--- src/rtl/conect_result_fifo_if.sv ---
// Result handshake bundle between the conect operator, the capture FIFO
// and its downstream consumer.
interface conect_result_fifo_if;
    logic       in_valid;
    logic       in_ready;
    logic [8:0] in_data;
    logic [1:0] in_sel;
    logic       out_valid;
    logic       out_ready;
    logic [8:0] out_data;
    logic [1:0] out_sel;

    // FIFO side: accepts results, presents the head entry
    modport slave (
        input  in_valid, in_data, in_sel, out_ready,
        output in_ready, out_valid, out_data, out_sel
    );

    // Producer/consumer side
    modport master (
        output in_valid, in_data, in_sel, out_ready,
        input  in_ready, out_valid, out_data, out_sel
    );
endinterface

--- src/rtl/conect_result_fifo.sv ---
// Capture stage for conect results: FWFT FIFO of {sel, s_out} entries plus
// running statistics (saturating sum and count of words with bit 8 set).
module conect_result_fifo #(
    parameter int DEPTH = 4,
    parameter int ACC_W = 12,
    parameter int CNT_W = 8
) (
    input  logic                     clk,
    input  logic                     rst_n,
    input  logic                     clr,
    conect_result_fifo_if.slave      bus,
    output logic [$clog2(DEPTH):0]   count,
    output logic                     full,
    output logic                     empty,
    output logic [ACC_W-1:0]         acc,
    output logic                     acc_sat,
    output logic [CNT_W-1:0]         carry_cnt
);
    localparam int AW = $clog2(DEPTH);
    localparam int CW = AW + 1;

    // Returns {overflow, clamped sum}
    function automatic logic [ACC_W:0] sat_add(input logic [ACC_W-1:0] a,
                                               input logic [8:0]       d);
        logic [ACC_W:0] s;
        s = {1'b0, a} + (ACC_W+1)'(d);
        if (s[ACC_W]) begin
            sat_add = {1'b1, {ACC_W{1'b1}}};
        end else begin
            sat_add = s;
        end
    endfunction

    logic [10:0]      mem_q [DEPTH];
    logic [AW-1:0]    wr_ptr_q, wr_ptr_d;
    logic [AW-1:0]    rd_ptr_q, rd_ptr_d;
    logic [CW-1:0]    count_q, count_d;
    logic [ACC_W-1:0] acc_q, acc_d;
    logic             acc_sat_q, acc_sat_d;
    logic [CNT_W-1:0] carry_cnt_q, carry_cnt_d;
    logic [ACC_W:0]   sum_w;
    logic             push, pop;

    assign full  = (count_q == CW'(DEPTH));
    assign empty = (count_q == '0);
    assign count = count_q;

    assign bus.in_ready  = !full;
    assign bus.out_valid = !empty;
    assign {bus.out_sel, bus.out_data} = empty ? 11'd0 : mem_q[rd_ptr_q];

    // A full FIFO refuses pushes even when a pop happens on the same edge
    assign push = bus.in_valid && !full;
    assign pop  = !empty && bus.out_ready;

    assign acc       = acc_q;
    assign acc_sat   = acc_sat_q;
    assign carry_cnt = carry_cnt_q;

    // Next-state for pointers, occupancy and statistics
    always_comb begin
        wr_ptr_d    = wr_ptr_q;
        rd_ptr_d    = rd_ptr_q;
        count_d     = count_q;
        acc_d       = acc_q;
        acc_sat_d   = acc_sat_q;
        carry_cnt_d = carry_cnt_q;
        sum_w       = sat_add(acc_q, bus.in_data);

        if (push) wr_ptr_d = wr_ptr_q + AW'(1);
        if (pop)  rd_ptr_d = rd_ptr_q + AW'(1);
        case ({push, pop})
            2'b10:   count_d = count_q + CW'(1);
            2'b01:   count_d = count_q - CW'(1);
            default: count_d = count_q;
        endcase

        // clr takes priority over a simultaneous push
        if (clr) begin
            acc_d       = '0;
            acc_sat_d   = 1'b0;
            carry_cnt_d = '0;
        end else if (push) begin
            acc_d     = sum_w[ACC_W-1:0];
            acc_sat_d = acc_sat_q | sum_w[ACC_W];
            if (bus.in_data[8] && (carry_cnt_q != {CNT_W{1'b1}})) begin
                carry_cnt_d = carry_cnt_q + CNT_W'(1);
            end
        end
    end

    // Control and statistics registers
    always_ff @(posedge clk or negedge rst_n) begin
        if (!rst_n) begin
            wr_ptr_q    <= '0;
            rd_ptr_q    <= '0;
            count_q     <= '0;
            acc_q       <= '0;
            acc_sat_q   <= 1'b0;
            carry_cnt_q <= '0;
        end else begin
            wr_ptr_q    <= wr_ptr_d;
            rd_ptr_q    <= rd_ptr_d;
            count_q     <= count_d;
            acc_q       <= acc_d;
            acc_sat_q   <= acc_sat_d;
            carry_cnt_q <= carry_cnt_d;
        end
    end

    // Entry storage; contents only matter while counted as occupied
    always_ff @(posedge clk) begin
        if (push) mem_q[wr_ptr_q] <= {bus.in_sel, bus.in_data};
    end
endmodule

--- src/flat_wrapper.sv ---
// flat-port wrapper written by rule: the top's interface ports become plain ports
module conect_result_fifo_flat 
#(
    parameter int DEPTH = 4,
    parameter int ACC_W = 12,
    parameter int CNT_W = 8
)
  (clk, rst_n, clr, count, full, empty, acc, acc_sat, carry_cnt, bus_in_valid, bus_in_data, bus_in_sel, bus_out_ready, bus_in_ready, bus_out_valid, bus_out_data, bus_out_sel);
  conect_result_fifo_if bus_i ();
  input  logic clk;
  input  logic rst_n;
  input  logic clr;
  output logic [$clog2(DEPTH):0] count;
  output logic full;
  output logic empty;
  output logic [ACC_W-1:0] acc;
  output logic acc_sat;
  output logic [CNT_W-1:0] carry_cnt;
  input wire logic [$bits(bus_i.in_valid)-1:0] bus_in_valid;
  input wire logic [$bits(bus_i.in_data)-1:0] bus_in_data;
  input wire logic [$bits(bus_i.in_sel)-1:0] bus_in_sel;
  input wire logic [$bits(bus_i.out_ready)-1:0] bus_out_ready;
  output wire logic [$bits(bus_i.in_ready)-1:0] bus_in_ready;
  output wire logic [$bits(bus_i.out_valid)-1:0] bus_out_valid;
  output wire logic [$bits(bus_i.out_data)-1:0] bus_out_data;
  output wire logic [$bits(bus_i.out_sel)-1:0] bus_out_sel;
  assign bus_i.in_valid = bus_in_valid;
  assign bus_i.in_data = bus_in_data;
  assign bus_i.in_sel = bus_in_sel;
  assign bus_i.out_ready = bus_out_ready;
  assign bus_in_ready = bus_i.in_ready;
  assign bus_out_valid = bus_i.out_valid;
  assign bus_out_data = bus_i.out_data;
  assign bus_out_sel = bus_i.out_sel;
  conect_result_fifo #(.DEPTH(DEPTH), .ACC_W(ACC_W), .CNT_W(CNT_W)) u_core (.clk(clk), .rst_n(rst_n), .clr(clr), .bus(bus_i), .count(count), .full(full), .empty(empty), .acc(acc), .acc_sat(acc_sat), .carry_cnt(carry_cnt));
endmodule
--- config.mk ---
export PLATFORM = sky130hd
export DESIGN_NAME = conect_result_fifo_flat
export DESIGN_NICKNAME = d
export VERILOG_FILES = /design/src/rtl/conect_result_fifo_if.sv /design/src/rtl/conect_result_fifo.sv /design/src/flat_wrapper.sv
export SDC_FILE = /design/constraint.sdc
export NUM_CORES = 1
export LEC_CHECK = 0
export CAP_MARGIN = 5
export CELL_PAD_IN_SITES_DETAIL_PLACEMENT = 0
export CELL_PAD_IN_SITES_GLOBAL_PLACEMENT = 1
export CORE_AREA = 2 2 113 115
export CTS_BUF_LIST = sky130_fd_sc_hd__clkbuf_8
export CTS_CLUSTER_DIAMETER = 50
export DETAILED_ROUTE_END_ITERATION = 12
export DIE_AREA = 0 0 115 117
export PLACE_DENSITY = 0.6
export SLEW_MARGIN = 30
export SYNTH_ARGS = -nofsm -noshare
export SYNTH_HDL_FRONTEND = slang
export SYNTH_SLANG_ARGS = --single-unit
--- constraint.sdc ---
create_clock -name clk -period 2.8 [get_ports clk]
set_input_delay 0.42 -clock clk [delete_from_list [all_inputs] [get_ports clk]]
set_output_delay 0.42 -clock clk [all_outputs]
set_load 0.01 [all_outputs]
Word level (Yosys, flattened, before mapping)
Memories as Yosys holds them, arrays and structs flattened.
Index checks and enable logic that the tools add are counted.
Word-level totals
  bits in writable memories: 44
  output and inout port bits: 39
  ROM bits: 0
  word-level logic and storage cells: 40
  input port bits: 16
  register bits: 28
  memories kept: 1
  bits in latches: 0
Operators by class
  divide/modulo/power cells: 0
  add/sub/neg operators: 6
  muxes and demuxes: 12
  eq/ne operators: 4
  shifts and indexed selects: 0
  magnitude comparators: 0
  reduce and logical (&&, ||, !) cells: 10
  bitwise operators: 1
  $mul: 0
Memories
  u_core.mem_q: depth 4, bits a word 11, read ports 1, clocked after Yosys merged registers in 0, wr ports 1, line conect_result_fifo.sv:34  | logic [10:0] mem_q [DEPTH];
Operators by type and width (number)
  12-bit two-way mux: 2
  8-bit two-way mux: 3
  12-bit by 9-bit adder with 13-bit output: 1
  13-bit two-way mux: 1
  11-bit two-way mux: 1
  8-bit by 1-bit adder with 8-bit output, second input constant: 1
  8-bit inequality test, second input constant: 1
  3-bit one-hot mux with 2 select lines: 1
  2-bit nonzero test: 3
  2-bit by 1-bit adder with 2-bit output, second input constant: 2
  1-bit two-way mux: 4
  3-bit by 1-bit adder with 3-bit output, second input constant: 1
  3-bit equality test, second input constant: 1
  1-bit logical AND: 3
  3-bit zero test: 1
  3-bit by 1-bit subtractor with 3-bit output, second input constant: 1
  2-bit by 1-bit equality test with 1-bit output, second input constant: 1
  2-bit equality test, second input constant: 1
  1-bit zero test: 2
  2-bit AND reduction: 1
  1-bit bitwise OR: 1

Depth between registers and ports, before layout
Gate-level depths: netlist of run 1.
  depth in word-level cells: 5
  gate-level depth with buffers: 9
  depth with buffers taken out: 9

Least setup slack after synthesis of run 1
Ideal clock, no wire load.
  kind: register to register
  start: reg u_core.count_q[0] (netlist: u_core.count[0])
  end: reg u_core.count_q[2] (netlist: u_core.count[2])
  period minus slack after synthesis: 2153 ps
  arrival time: 2074 ps
  stages on the path, launching flop included: 10
  path buffers: 0
  data required time: 2721 ps
  library setup time: 79 ps
  setup slack: 647 ps
  cells stage by stage: dfrtp_1 or3b_4 and2_4 inv_2 ha_1 inv_1 fa_1 xor2_1 nor2_1 xor2_1
Between the ends
  word-level cells in the longest chain between the ends: 5
  elaborated cells between the ends (all ways): 12
  classes of those cells: add/sub: 2; eq/ne: 3; mux: 1; reduce/logical: 6
RTL lines
  start, declared: line conect_result_fifo.sv:37  | logic [CW-1:0] count_q, count_d;
  start signal, assigned: line conect_result_fifo.sv:104  | count_q <= count_d;
  3-bit equality test / 3-bit zero test (equally long branches): line conect_result_fifo.sv:44, conect_result_fifo.sv:45
  1-bit zero test, on equally long branches: line conect_result_fifo.sv:53, conect_result_fifo.sv:54
  1-bit logical AND, on equally long branches: line conect_result_fifo.sv:53, conect_result_fifo.sv:54
  2-bit by 1-bit equality test with 1-bit output / 2-bit equality test (equally long branches): line conect_result_fifo.sv:72  | case ({push, pop})
  3-bit one-hot mux with 2 select lines / 2-bit nonzero test (equally long branches)
Parallel ways exist; a longest one is shown, timed or not.
A chain may end at the register's enable or synchronous reset.

Worst setup path after layout of run 1
  start: reg u_core.rd_ptr_q[0]
  end: out bus_out_data[1]
Between the ends
  word-level cells in the longest chain between the ends: 2
RTL lines
  start, declared: line conect_result_fifo.sv:36  | logic [AW-1:0] rd_ptr_q, rd_ptr_d;
  start signal, assigned: line conect_result_fifo.sv:103  | rd_ptr_q <= rd_ptr_d;
  memory read 4 x 11 bit
  11-bit two-way mux: line conect_result_fifo.sv:50  | assign {bus.out_sel, bus.out_data} = empty ? 11'd0 : mem_q[rd_ptr_q];
  end, declared: line flat_wrapper.sv:25  | output wire logic [$bits(bus_i.out_data)-1:0] bus_out_data;
Every way passes these cells.

==> flow_summary.ini, run 1 <==
[routing]
ant_nets = 0
drc = 0
drt_iter0_drc = 73
vias_per_cell = 4.82
vias = 2333
avgRoutedWirePerCell_um = 16.3
first_pass_iters = 4
totalWireLength_mm = 7.89

[floorplanning]
rows = 41
fp.coreArea_um2 = 12300
start_util = 0.290
dieArea_um2 = 13500
die_h_um = 117
io_pins = 55
die_w_um = 115

[synthesis]
synth_cell_types = 50
synth_commonest_cells = edfxtp_1, dfrtp_1, ha_1
synth_warnings = 0
synth_area_um2 = 3570
ys_ff_latch = 72
syn-num-nets = 295
synth_enable_flop_cells = 44
yosysSeqAreaShare = 0.567
syn_area_per_cell_um2 = 13.6
syn_inst = 262
synth_area_leaders = edfxtp_1, dfrtp_1, mux4_2, ha_1, xnor2_1
synth_flop_cell = edfxtp_1
synth_top_area_share = 0.370
async_reset_ff_frac = 0.389
synth.most_common_cell = edfxtp_1
yosys.area.top_type = edfxtp_1

[global_route]
antenna_found_initial = 0
grt_pass1_vias = 2326
grt_pass1_wl_mm = 12.7
overflow = 0
grt_max_degree = 29
grt_usage = 0.126

[worst_setup_path]
cp.arrival_ns = 2.12
critPathLaunch = u_core.rd_ptr_q[0]
critPathRequiredTime_ns = 2.38
crit_path_max_fanout = 13
worst-setup-path-type = reg2out
reg2reg_to = u_core.count[2]
start_kind = register
reg2reg_depth = 9
rr_startpoint = u_core.count[1]
ff2ff_setup_slack_ns = 0.31
worstSetupEndpointType = primary output

[clock_tree]
cts-root-buf = clkbuf_8
cts_buffer_depth = 2
cts_tree = built
cts_sinks = 72
cts_hold_buf = 0
htreeDepth = 3
clk_pin_slew_ns = 0.08
cts-resized-gates = 0
clk_latency_ns = 0.35
cts_setup_buffers = 0
numCtsBuffers = 9

[placement]
dp_hpwl_mm = 5.65
gp_congestion = 0.775
portBuffers = 54
placed_cells = 468

[power]
p_per_area_nw_per_um2 = 886
power_uw = 4020
p_leak_uw = 0.00176
ir_worst_vdd_uv = 225

[finish]
diodes = 0
drive_above_1_share = 0.153
fin_cells = 484
synthToLayoutAreaGrowth_pct = 27.0
nets = 362

[timing]
period_share = 0.908
setup_viol = 0
tightest_slew_ns = 0.622
rsz0062_at_grt = false
slew_headroom = 0.585
maxSlewViolCount = 0
finalHoldViolations = 0
fmax_mhz = 393
fin_skew_ns = 0.0128
setup_tns_ns = 0
post-route-min-period_ns = 2.54

[run_status]
status = completed

[worst_hold_path]
hold_class = in2async

[run]
drv_cap = 0
[per-layer routing]
layer	part of all wire	GRT usage	vias to the layer above	routed length (µm)
met3	0.041	0.0304	8	324
met1	0.46	0.168	1166	3640
met5	0	0	-	0
met2	0.49	0.205	45	3840
met4	0.010	0.0410	0	82
li1	-	-	1114	-
[flip-flops by register name, indices dropped and copies added, names as in the netlist]
signal / flops
u_core.acc: 12
u_core.acc_sat: 1
u_core.carry_cnt: 8
u_core.count: 3
u_core.mem_q: 44
u_core.rd_ptr_q: 2
u_core.wr_ptr_q: 2
[how the worst max path moves through the flow]
stage | to | slack [ns] | depth (start not counted)
floorplan | u_core.count[2] | 0.65 | 9
global placement | u_core.acc[7] | 0.04 | 8
detailed placement | u_core.acc[7] | -0.02 | 8
CTS | bus_out_data[1] | 0.21 | 4
global route | bus_out_data[1] | 0.13 | 4
finish | bus_out_data[1] | 0.26 | 4
[worst max-delay path, stage by stage (launching register included)]
cell,delay [ns]
dfrtp_1,0.33
buf_4,0.26
mux4_2,0.55
and2_1,0.17
clkdlybuf4s50_1,0.47
[layout make-up]
cell class,count,area (µm²)
inverter,15,56.3
tap,150,188
clock inverter,7,78.8
clock buffer,9,124
timing repair buffer,64,616
multi-input combinational,167,1450
fill,1240,7780
sequential,72,2020
[cell usage in the layout, fill, tap and decap left out, drive strengths merged, types with 4 or more instances in the layout]
master,synthesis,layout
a21o,4,4
xnor2,13,13
dfrtp,28,28
ha,15,15
and3,10,10
mux2,4,4
clkbuf,3,9
nand3,6,6
o21ai,14,14
nor2b,4,4
edfxtp,44,44
inv,15,17
nor2,13,13
nand2,9,9
mux2i,7,7
nand4,5,5
buf,5,10
and2,13,13
a21oi,7,7
mux4,11,11
clkdlybuf4s50,0,54
[stage by stage]
| stage | util | setup WS [ns] | area [µm²] | hold slack [ns] |
|---|---|---|---|---|
| floorplan | - | 0.647 | 3570 | 0.124 |
| global placement | 0.352 | 0.0440 | 4330 | 0.498 |
| detailed placement | 0.352 | -0.0206 | 4330 | 0.501 |
| CTS | 0.368 | 0.207 | 4530 | 0.476 |
| global route | 0.368 | 0.127 | 4530 | 0.508 |
| finish | 0.368 | 0.256 | 4530 | 0.466 |
[cells by family after synthesis]
kind of cell,after synthesis,synth area share
adders and majority gates,17,0.0638
xor gates and xnor gates,16,0.0393
muxes,22,0.102
AOI/OAI and AO/OA,43,0.0894
DFF,72,0.567
and+or+nand+nor,69,0.111
buffers and inverters,23,0.0280
[power by group]
group          total, µW  internal, µW  switching [µW]
Combinational       1670           901             771
Clock                830           419             411
Sequential          1520          1370             149
No activity file was read; power rests on OpenSTA's default activity.
==> run 2: changes to the inputs <==
--- a/config.mk
+++ b/config.mk
@@ -5,7 +5,6 @@
 export SDC_FILE = /design/constraint.sdc
 export NUM_CORES = 1
 export LEC_CHECK = 0
-export CAP_MARGIN = 5
 export CELL_PAD_IN_SITES_DETAIL_PLACEMENT = 0
 export CELL_PAD_IN_SITES_GLOBAL_PLACEMENT = 1
 export CORE_AREA = 2 2 113 115
==> constraint.sdc (replaced) <==
create_clock -name clk -period 2.8 [get_ports clk]
set_input_delay 0.7 -clock clk [delete_from_list [all_inputs] [get_ports clk]]
set_output_delay 0.7 -clock clk [all_outputs]
set_load 0.01 [all_outputs]
==> run 2 against run 1 <==
Compared with the run above:
- combinational power is 8% higher
- worst setup slack worse by 0.19 ns
- sequential share of layout area is 1.7 points lower
- clock power is 12% lower
- core utilization is 1.5 points higher
- clock skew hardly changed
- critical path depth stayed put
- fmax is 6.9% lower
- register-to-register slack better by 0.23 ns
- sequential cell count stayed put
==> flow_summary.ini, run 2 (synthesized netlist as in run 1, its figures left out) <==
[run_status]
status = completed

[power]
ir_worst_vdd_uv = 232
p_per_area_nw_per_um2 = 854
p_int_uw = 2690
p_clk_frac = 0.182
combinationalPowerShare = 0.447
sw_frac_of_total = 0.332
p_leak_uw = 0.00194
power_uw = 4030
power.share.sequential = 0.371
p_switching_uw = 1340

[global_route]
overflow = 0
grt_pass1_wl_mm = 12.7
grt_pass1_vias = 2377
antenna_found_initial = 0
grt_usage = 0.124
grt_max_degree = 29

[placement]
pre_cts_slack_ns = -0.304
portBuffers = 54
gp_congestion = 0.819
placed_cells = 489
dp_hpwl_mm = 5.78

[clock_tree]
cts_hold_buf = 0
cts_tree = built
cts_buffer_depth = 2
cts-root-buf = clkbuf_8
cts_sinks = 72
htreeDepth = 3
numCtsBuffers = 9
clk_pin_slew_ns = 0.08
clk_latency_ns = 0.35

[routing]
first_pass_iters = 4
drt_iter0_drc = 82
totalWireLength_mm = 7.82
avgRoutedWirePerCell_um = 15.5
ant_nets = 0
drc = 0
vias_per_cell = 4.72
vias = 2388

[finish]
drive_above_1_share = 0.211
layout_commonest_cell = clkdlybuf4s50_1
diodes = 0
fin_cells = 506
largest_reg_flops = 44
synthToLayoutAreaGrowth_pct = 32.1
regMostFlops = u_core.mem_q
final_cell_mix = clkdlybuf4s50_1, edfxtp_1, buf_4, dfrtp_1, ha_1
nets = 384

[worst_setup_path]
slowest_delay_ns = 0.48
worstSetupEndpointType = primary output
crit_path_max_fanout = 5
crit_slowest_cell = mux4_2
crit_end = bus_out_sel[1]
worst-setup-path-type = reg2out
ff2ff_setup_slack_ns = 0.54
reg2reg_to = u_core.count[2]
reg2reg_depth = 9
critPathLaunch = u_core.rd_ptr_q[0]
rr_startpoint = u_core.count[0]
critPathRequiredTime_ns = 2.10
cp.arrival_ns = 2.03
crit_chain = buf_6 > mux4_2 > and2_1 > clkdlybuf4s50_1
start_kind = register

[timing]
maxSlewViolCount = 0
setup_slack_ns = 0.0684
setup_viol = 0
fmax_mhz = 366
fin_skew_ns = 0.0129
setup_tns_ns = 0
post-route-min-period_ns = 2.73
slew_headroom = 0.739
tightest_slew_ns = 0.391
finalHoldViolations = 0
period_share = 0.976
fin_hold_ws_ns = 0.520

[run]
drv_cap = 0

[worst_hold_path]
hold_class = reg2reg

[floorplanning]
die_h_um = 117
start_util = 0.290
rows = 41
die_w_um = 115
fp.coreArea_um2 = 12300
dieArea_um2 = 13500
io_pins = 55
## run 2: cell count changes in the layout (fill, tap and decap cells not counted), sizes merged
| cell | previous run | this run |
|---|---|---|
| clkinv | 1 | 2 |
| bufinv | 1 | 0 |
| dlymetal6s2s | 0 | 8 |
| buf | 10 | 32 |
| clkdlybuf4s50 | 54 | 46 |
## run 2: critical path: cells and delay by family, from the launching register on
family	cells	cell delay [ns]
and+or+nand+nor	1	0.16
buffers and inverters	2	0.62
muxes	1	0.48
DFF	1	0.42
## run 2: worst min-delay path by stage
stage,start,endpoint,slack (ns),cells after the start
after floorplan,rst_n,u_core.acc[0],0.40,0
after global placement,u_core.count[2],u_core.count[2],0.49,1
after detailed placement,u_core.count[2],u_core.count[2],0.50,1
after CTS,u_core.count[2],u_core.count[2],0.52,1
after global routing,u_core.count[2],u_core.count[2],0.56,1
final,u_core.count[2],u_core.count[2],0.52,1
## run 2: area by class of cell
| type | count | area, µm² |
|---|---|---|
| Clock inverter | 7 | 53.8 |
| Timing Repair Buffer | 86 | 817 |
| Clock buffer | 9 | 124 |
| Inverter | 15 | 56.3 |
| Fill cell | 1211 | 7600 |
| Multi-Input combinational cell | 167 | 1450 |
| Sequential cell | 72 | 2020 |
| Tap cell | 150 | 188 |
## run 2: timing repair
action                                  in CTS  in global routing
pin swaps                                    0                  1
endpoints found under the setup margin      11                  9
resized for setup                            3                  8
setup buffers                                1                  0
hold endpoints to repair                     0                  0
## run 2: per-stage QoR
stage                      util  area, µm²
after CTS                 0.381       4690
after global routing      0.383       4710
after detailed placement  0.365       4500
final                     0.383       4710
after floorplan               -       3570
after global placement    0.365       4500
## run 2: routing by layer
layer	wire length, µm	global-route usage
met4	102	0.0410
met2	3850	0.205
met5	0	0
met1	3530	0.164
met3	337	0.0283
## run 2: power by group through the flow
stage	Combinational, µW	Clock [µW]	Sequential, µW
6_report	1800	733	1490
5_1_grt	1990	810	1520
4_1_cts	1870	773	1500
3_5_place_dp	1830	0	1520
3_3_place_gp	1820	0	1510
2_1_floorplan	1000	0	1520
